File: src/rtl/uart_apb_regs.sv
// APB register front-end for the UART core: baud divider, TX byte strobe with a 2-deep
// in-flight count, RX FIFO pop, sticky status and interrupt.
module uart_apb_regs #(
  parameter logic [9:0] RESET_DIV_INT  = 10'd27,
  parameter logic [3:0] RESET_DIV_FRAC = 4'd2
) (
  input  logic        clk,
  input  logic        rst_n_sync,
  input  logic        psel,
  input  logic        penable,
  input  logic        pwrite,
  input  logic [4:0]  paddr,
  input  logic [31:0] pwdata,
  output logic [31:0] prdata,
  output logic        pready,
  output logic        pslverr,
  output logic [9:0]  div_int,
  output logic [3:0]  div_frac,
  output logic [7:0]  tx_byte,
  output logic        tx_valid,
  input  logic        tx_done,
  input  logic [7:0]  rx_byte,
  input  logic        rx_irq,
  output logic        rxfifo_ren_ext,
  output logic        irq
);

  localparam logic [2:0] A_DATA   = 3'd0;
  localparam logic [2:0] A_STATUS = 3'd1;
  localparam logic [2:0] A_DIV    = 3'd2;
  localparam logic [2:0] A_IE     = 3'd3;
  localparam logic [2:0] A_ISR    = 3'd4;

  logic [1:0] tx_cnt;
  logic       tx_ovf;
  logic       rx_unf;
  logic       tx_pend;
  logic       tx_done_q;
  logic [1:0] ie;

  logic [2:0] reg_idx;
  logic       access;
  logic       wr;
  logic       rd;
  logic       bad_addr;
  logic       tx_busy;
  logic       tx_rise;
  logic       tx_issue;
  logic       tx_ovf_set;
  logic       rx_pop;
  logic       rx_unf_set;
  logic       div_err;
  logic       div_wr;
  logic       sts_wr;
  logic       isr_wr;
  logic       unused_bits;

  assign reg_idx    = paddr[4:2];
  assign access     = psel & penable;
  assign wr         = access & pwrite;
  assign rd         = access & ~pwrite;
  assign bad_addr   = (reg_idx > A_ISR);
  assign tx_busy    = (tx_cnt != 2'd0);
  assign tx_rise    = tx_done & ~tx_done_q;
  assign tx_issue   = wr & (reg_idx == A_DATA) & (tx_cnt != 2'd2);
  assign tx_ovf_set = wr & (reg_idx == A_DATA) & (tx_cnt == 2'd2);
  // A DATA read landing in the pop cycle would see the old head; never pop twice in a row.
  assign rx_pop     = rd & (reg_idx == A_DATA) & rx_irq & ~rxfifo_ren_ext;
  assign rx_unf_set = rd & (reg_idx == A_DATA) & ~rx_irq;
  assign div_err    = wr & (reg_idx == A_DIV) & tx_busy;
  assign div_wr     = wr & (reg_idx == A_DIV) & ~tx_busy;
  assign sts_wr     = wr & (reg_idx == A_STATUS);
  assign isr_wr     = wr & (reg_idx == A_ISR);

  assign pready      = 1'b1;
  assign pslverr     = access & (bad_addr | tx_ovf_set | rx_unf_set | div_err);
  assign unused_bits = ^{pwdata[31:14], paddr[1:0]};

  always_comb begin
    prdata = '0;
    if (psel && !pwrite) begin
      case (reg_idx)
        A_DATA:   if (rx_irq) prdata = {24'h0, rx_byte};
        A_STATUS: prdata = {26'h0, tx_cnt, rx_unf, tx_ovf, tx_busy, rx_irq};
        A_DIV:    prdata = {18'h0, div_int, div_frac};
        A_IE:     prdata = {30'h0, ie};
        A_ISR:    prdata = {30'h0, tx_pend, rx_irq};
        default:  prdata = '0;
      endcase
    end
  end

  always_ff @(posedge clk or negedge rst_n_sync) begin
    if (!rst_n_sync) begin
      tx_cnt         <= 2'd0;
      tx_ovf         <= 1'b0;
      rx_unf         <= 1'b0;
      tx_pend        <= 1'b0;
      tx_done_q      <= 1'b0;
      ie             <= 2'b00;
      div_int        <= RESET_DIV_INT;
      div_frac       <= RESET_DIV_FRAC;
      tx_byte        <= 8'h00;
      tx_valid       <= 1'b0;
      rxfifo_ren_ext <= 1'b0;
      irq            <= 1'b0;
    end else begin
      tx_done_q      <= tx_done;
      tx_valid       <= tx_issue;
      rxfifo_ren_ext <= rx_pop;
      if (tx_issue) tx_byte <= pwdata[7:0];
      // Issue and completion in the same cycle cancel out.
      if (tx_issue && !tx_rise) tx_cnt <= tx_cnt + 2'd1;
      else if (tx_rise && !tx_issue && tx_busy) tx_cnt <= tx_cnt - 2'd1;
      tx_ovf  <= tx_ovf_set | (tx_ovf & ~(sts_wr & pwdata[2]));
      rx_unf  <= rx_unf_set | (rx_unf & ~(sts_wr & pwdata[3]));
      tx_pend <= tx_rise | (tx_pend & ~(isr_wr & pwdata[1]));
      if (div_wr) begin
        div_int  <= (pwdata[13:4] == 10'd0) ? 10'd1 : pwdata[13:4];
        div_frac <= pwdata[3:0];
      end
      if (wr && reg_idx == A_IE) ie <= pwdata[1:0];
      irq <= (ie[0] & rx_irq) | (ie[1] & tx_pend);
    end
  end

endmodule

File: config.mk
export PLATFORM = sky130hd
export DESIGN_NAME = uart_apb_regs
export DESIGN_NICKNAME = d
export VERILOG_FILES = /design/src/rtl/uart_apb_regs.sv
export SDC_FILE = /design/constraint.sdc
export NUM_CORES = 1
export LEC_CHECK = 0
export CAP_MARGIN = 0
export CORE_MARGIN = 2
export CORE_UTILIZATION = 38
export CTS_CLUSTER_DIAMETER = 80
export DETAILED_ROUTE_END_ITERATION = 12
export GPL_TIMING_DRIVEN = 0
export PLACE_DENSITY = 0.79
export SKIP_CTS_REPAIR_TIMING = 1
export SYNTH_ARGS = -nofsm -noshare
export SYNTH_HDL_FRONTEND = slang
export SYNTH_SLANG_ARGS = --single-unit
File: constraint.sdc
create_clock -name clk -period 1.7 [get_ports clk]
set_clock_uncertainty 0.1 [all_clocks]
set_input_delay 0.255 -clock clk [delete_from_list [all_inputs] [get_ports clk]]
set_output_delay 0.255 -clock clk [all_outputs]
set_load 0.01 [all_outputs]
==> out/metrics.yaml, run 1 <==
setup_path:
  required_ns: 1.34
  end_kind: "primary output"
  crit_fanout: 3
  setup.worst_path.start: "ie[1]$_DFFE_PN0P_"
  r2r_setup_slack_ns: 0.06
  worstReg2RegStart: "tx_cnt[0]$_DFFE_PN0P_"
  arrival_ns: 1.56
  r2r_end: "tx_byte[2]$_DFFE_PN0P_"
  worstSetupPathType: "reg -> out"
  start_kind: "register"
  r2r_cells: 6
synth:
  ys.flop_type: "dfrtp_1"
  synth-seq-cells: 33
  ys_warn_count: 0
  syn_area_mm2: 0.001931
  synth.distinct_cells: 41
  postSynth.asyncResetShare_pct: 100.0
  ys_seq_area_share_pct: 43.10
  synth-edff-count: 0
  syn_avg_cell_area_um2: 11.49
  synth_cells: 168
  yosysTopAreaCellShare_pct: 36.29
  synth_top_area_cell: "dfrtp_1"
  synthTopCellsByArea: "dfrtp_1 (36%), mux2_4 (12%), buf_4 (7.8%)"
floorplan:
  start_util_pct: 40.08
  die_height_um: 75.28
  die_w_um: 75.28
  core_area_mm2: 0.004817
  dieArea_mm2: 0.005666
  rows: 25
  io_pins: 111
route:
  via_per_inst: 4.803
  ant_nets: 0
  wirelength_um: 5464
  drcViolationCount: 0
  num_vias: 1681
  routedWlPerCell_um: 15.61
  drt-pass1-iter-count: 5
  drtIter0Drc: 87
worst_hold_path:
  hold_path_end: "rxfifo_ren_ext$_DFF_PN0_"
  hold_path_startpoint: "pwrite"
  hold_class: "in -> reg"
  hold_path_depth: 2
final_layout:
  antenna_cells: 0
  layout-drive-gt1-share_pct: 43.11
  final_cell_mix: "clkdlybuf4s50_1 (44), buf_4 (37), dfrtp_1 (26)"
  nets: 334
  final_util_pct: 65.53
  final_common_cell: "clkdlybuf4s50_1"
  area_delta_synth_final_pct: 63.51
global_route:
  grt_pass1_vias: 1511
  grt_usage_pct: 17.83
  antenna_found_initial: 0
  grt_max_degree: 34
  grt_pass1_wl_um: 7458
  overflow: 0
sta:
  rsz0062_at_grt: "true"
  min_period_ns: 1.912
  finalSetupViolations: 4
  slew-limit-headroom_pct: 49.60
  worst_pin_slew_ns: 0.7559
  fin_tns_setup_ns: -0.3257
  fin_crit_sh_pct: 112.5
  worst_slack_ns: -0.2122
  drv_slew: 0
  hold_viol_final: 0
  fmax_mhz: 523.0
clock_network:
  clockBufferDepth: 2
  clock_latency_ns: 0.29
  cts_tree: "yes"
  cts-buffers-inserted: 5
  htree_levels: 2
  cts_sinks: 33
  ctsRootBufferMaster: "clkbuf_8"
  path_clk_slew_ns: 0.07
pwr:
  p_leak_nw: 1.654
  p_total_mw: 3.072
  p_per_area_mw_per_mm2: 973.1
  irDropWorstVdd_mv: 0.8244
outcome:
  failed_checks: "setup timing"
  outcome: "finished, violations left"
place:
  portBuffers: 71
  gp_congestion: 0.7875
  hpwl_um: 3653
job:
  maxCapViolCount: 0
## critical path, stage by stage, from the launching register on
cell	delay [ns]
dfrtp_1	0.39
mux2_4	0.27
a222oi_1	0.38
nor2_1	0.08
buf_2	0.15
## registers in the layout (all words and copies together) (netlist names)
signal	flops
div_frac	4
div_int	10
ie	2
irq	1
rx_unf	1
rxfifo_ren_ext	1
tx_byte	8
tx_cnt	2
tx_done_q	1
tx_ovf	1
tx_pend	1
tx_valid	1
## metal layers
| layer | GRT usage [%] | up-vias | part of all wire, % | wire length (um) |
|---|---|---|---|---|
| met5 | 0 | - | 0 | 0 |
| met4 | 5.263 | 0 | 0.90 | 49 |
| met3 | 4.418 | 4 | 6.6 | 361 |
| met2 | 30.02 | 85 | 52 | 2846 |
| met1 | 22.77 | 802 | 40 | 2206 |
| li1 | - | 790 | - | - |
## power breakdown
group	internal, mW	switching (mW)	leakage [nW]	total, mW
Sequential	0.988	0.146	0.409	1.13
Combinational	0.669	0.383	1.18	1.05
Clock	0.583	0.303	0.0681	0.886
## logic make-up after synthesis
| logic type | after synthesis | share of synthesized area (%) |
|---|---|---|
| AO/OA/AOI/OAI | 28 | 11.21 |
| XOR/XNOR | 1 | 0.4537 |
| buffers and inverters | 28 | 10.56 |
| flip-flops | 33 | 43.10 |
| multiplexers | 24 | 17.11 |
| other | 2 | 0.3890 |
| AND/OR/NAND/NOR | 52 | 17.18 |
## layout make-up
type	count	area (um2)
Inverter	3	11.26
Timing Repair Buffer	91	830.8
Fill cell	410	1660
Sequential cell	33	834.6
Clock inverter	3	65.06
Multi-Input combinational cell	124	1064
Buffer	24	198.9
Clock buffer	5	68.82
Tap cell	67	83.83
## worst max path at each step
stage | end
after floorplan | div_int[2]$_DFFE_PN0P_
after detailed placement | prdata[11]
final | prdata[1]
after CTS | prdata[10]
after global routing | prdata[1]
after global placement | prdata[8]
## metrics by stage
stage / hold slack, ns / cells / setup WS, ns / instance area, um2
floorplan: -0.1406 / 185 / 0.1661 / 1994
global placement: 0.3284 / 323 / -1.134 / 2789
detailed placement: 0.2613 / 323 / -1.163 / 2784
CTS: -0.05331 / 331 / -1.172 / 2918
global route: 0.1446 / 350 / -0.2421 / 3157
finish: 0.1431 / 350 / -0.2122 / 3157
## synthesized netlist by cell type, types with 2 or more instances
| cell | n |
|---|---|
| a21oi_1 | 2 |
| a22o_1 | 2 |
| a22oi_1 | 8 |
| a2bb2oi_1 | 4 |
| a31oi_1 | 2 |
| and2_1 | 6 |
| buf_4 | 20 |
| buf_6 | 3 |
| conb_1 | 2 |
| dfrtp_1 | 28 |
| dfstp_2 | 5 |
| inv_1 | 3 |
| mux2_2 | 8 |
| mux2_4 | 16 |
| nand2_1 | 7 |
| nand2b_1 | 4 |
| nand3_1 | 3 |
| nor2_1 | 13 |
| nor2b_1 | 3 |
| nor3_1 | 4 |
| o211ai_1 | 3 |
| o21ai_0 | 2 |
| o2bb2ai_1 | 2 |
No activity file was read; power rests on OpenSTA's default activity.
==> run 2, diff against run 1 <==
- CORE_ASPECT_RATIO: not set -> 1.2
==> out/metrics.yaml, run 2 (same netlist as run 1, synthesis figures left out) <==
place:
  hpwl_um: 3650  # about the same
  dp_cells: 316  # -2.2%
  gp_congestion: 0.8688  # +10%
  portBuffers: 71  # unchanged
clock_network:
  htree_levels: 2  # unchanged
  cts-buffers-inserted: 5  # unchanged
  ctsRootBufferMaster: "clkbuf_8"
  path_clk_slew_ns: 0.07  # about the same
  clock_latency_ns: 0.28  # about the same
  cts_sinks: 33  # unchanged
  cts_tree: "yes"
  clockBufferDepth: 2  # unchanged
final_layout:
  final_cell_mix: "clkdlybuf4s50_1 (44), buf_4 (28), dfrtp_1 (26)"
  nets: 327  # -2.1%
  antenna_cells: 0  # unchanged
  reg_top3: "div_int x10, tx_byte x8, div_frac x4"
  final_common_cell: "clkdlybuf4s50_1"
  top_register: "div_int"
  layout-drive-gt1-share_pct: 41.30  # -1.8 points
  area_delta_synth_final_pct: 57.23
  stdcell_count: 336  # -4.0%
  largest_reg_flops: 10  # unchanged
route:
  wirelength_um: 5429  # -0.64%
  drt-pass1-iter-count: 4  # -1
  drtIter0Drc: 149  # +71%
  drcViolationCount: 0  # unchanged
  ant_nets: 0  # unchanged
  num_vias: 1645  # -2.1%
  via_per_inst: 4.896  # +1.9%
  routedWlPerCell_um: 16.16  # +3.5%
pwr:
  p_leak_nw: 1.538  # -7.0%
  seqPwrFrac_pct: 39.0  # +2.1 points
  clkPwrFrac_pct: 26.2  # -2.6 points
  p_int_mw: 2.106  # -6.0%
  sw_frac_of_total_pct: 27.76  # +0.68 points
  power.switching_mw: 0.8095  # -2.7%
  comb_power_share_pct: 34.8  # +0.6 points
  irDropWorstVdd_mv: 0.6821  # -17%
  p_per_area_mw_per_mm2: 960.6  # -1.3%
setup_path:
  critPathMaxStageDelay_ns: 0.45  # +0.06 ns
  arrival_ns: 1.51  # -0.05 ns
  crit_chain: "buf_6 > nor2_2 > a22o_1 > nand3b_1 > a31oi_1 > buf_2"
  crit_fanout: 4  # +1
  required_ns: 1.34  # about the same
  end_kind: "primary output"
  start_kind: "register"
  cp_slowest_cell: "dfrtp_2"
  worstSetupPathType: "reg -> out"
sta:
  min_period_ns: 1.866  # -0.04623 ns
  rsz0062_at_grt: "true"
  worst_slack_ns: -0.1660  # +0.04623 ns
  fin_tns_setup_ns: -0.4490  # -0.1233 ns
  worst_pin_slew_ns: 0.7522  # -0.003727 ns
  hold_viol_final: 0  # unchanged
  finalSetupViolations: 11  # +7
  fin_crit_sh_pct: 109.8  # -2.7 points
  slew-limit-headroom_pct: 49.85  # +0.25 points
  fmax_mhz: 535.9  # +2.5%
  drv_slew: 0  # unchanged
global_route:
  antenna_found_initial: 0  # unchanged
  overflow: 0  # unchanged
  grt_pass1_wl_um: 7948  # +6.6%
  grt_usage_pct: 18.08  # +0.25 points
  grt_pass1_vias: 1567  # +3.7%
  grt_max_degree: 34  # unchanged
outcome:
  failed_checks: "setup timing"
  outcome: "finished, violations left"
worst_hold_path:
  hold_class: "in -> reg"
floorplan:
  die_w_um: 69.07  # -8.2%
  die_height_um: 82.08  # +9.0%
  start_util_pct: 39.36  # -0.72 points
  dieArea_mm2: 0.005669  # about the same
  core_area_mm2: 0.004905  # +1.8%
  io_pins: 111  # unchanged
  rows: 28  # +12%
job:
  maxCapViolCount: 0  # unchanged
-- run 2: changes by cell type in the layout (fill, tap and decap cells not counted), moves of 2 or more --
cell            change
buf_4               -9
dlymetal6s2s_1      -3
clkbuf_2            +6
nand2b_4            -2
buf_2               -2
nand2b_1            +2
-- run 2: layout make-up --
class / instances / area [um2]
Timing Repair Buffer: 84 / 753.2
Sequential cell: 33 / 834.6
Buffer: 24 / 202.7
Clock inverter: 1 / 30.03
Tap cell: 60 / 75.07
Clock buffer: 7 / 86.33
Fill cell: 413 / 1869
Multi-Input combinational cell: 124 / 1042
Inverter: 3 / 11.26
-- run 2: final timing paths --
path | slack (ns) | end | from | cells after the start
max in group asynchronous | 0.49 | tx_cnt[0]$_DFFE_PN0P_ | rst_n_sync | 2
min | 0.17 | rxfifo_ren_ext$_DFF_PN0_ | pwrite | 2
min in group asynchronous | 0.48 | tx_done_q$_DFF_PN0_ | rst_n_sync | 2
max reg2reg | 0.02 | tx_byte[7]$_DFFE_PN0P_ | tx_cnt[0]$_DFFE_PN0P_ | 6
min reg2reg | 0.37 | rxfifo_ren_ext$_DFF_PN0_ | rxfifo_ren_ext$_DFF_PN0_ | 1
max | -0.17 | pslverr | tx_cnt[0]$_DFFE_PN0P_ | 6
-- run 2: power groups by stage --
stage	Clock [mW]	Combinational [mW]	Sequential [mW]
2_1_floorplan	0	0.401	1.17
3_3_place_gp	0	0.920	1.12
3_5_place_dp	0	0.939	1.12
4_1_cts	0.784	0.942	1.11
5_1_grt	0.818	1.09	1.16
6_report	0.764	1.01	1.14
-- run 2: through the flow --
| stage | power [mW] | hold slack, ns | area, um2 | setup WS [ns] | utilization [%] |
|---|---|---|---|---|---|
| 2_1_floorplan | 1.568 | -0.1406 | 1994 | 0.1661 | - |
| 3_3_place_gp | 2.038 | 0.3313 | 2780 | -1.074 | 56.68 |
| 3_5_place_dp | 2.058 | 0.2644 | 2775 | -1.086 | 56.58 |
| 4_1_cts | 2.838 | -0.04469 | 2892 | -1.091 | 58.95 |
| 5_1_grt | 3.065 | 0.1747 | 3035 | -0.2073 | 61.89 |
| 6_report | 2.916 | 0.1655 | 3035 | -0.1660 | 61.89 |
-- run 2: metal layers --
| metal | track usage (%) | up-vias | routed length [um] |
|---|---|---|---|
| met2 | 31.06 | 93 | 2914 |
| met4 | 6.275 | 0 | 75 |
| li1 | - | 780 | - |
| met5 | 0 | - | 0 |
| met3 | 6.503 | 8 | 436 |
| met1 | 21.09 | 764 | 2003 |
-- run 2: critical path, delay by kind of cell (launching register included) --
kind | cells | cell delay [ns]
buf+inv | 2 | 0.30
flops | 1 | 0.45
simple gates | 2 | 0.15
compound gates | 2 | 0.33
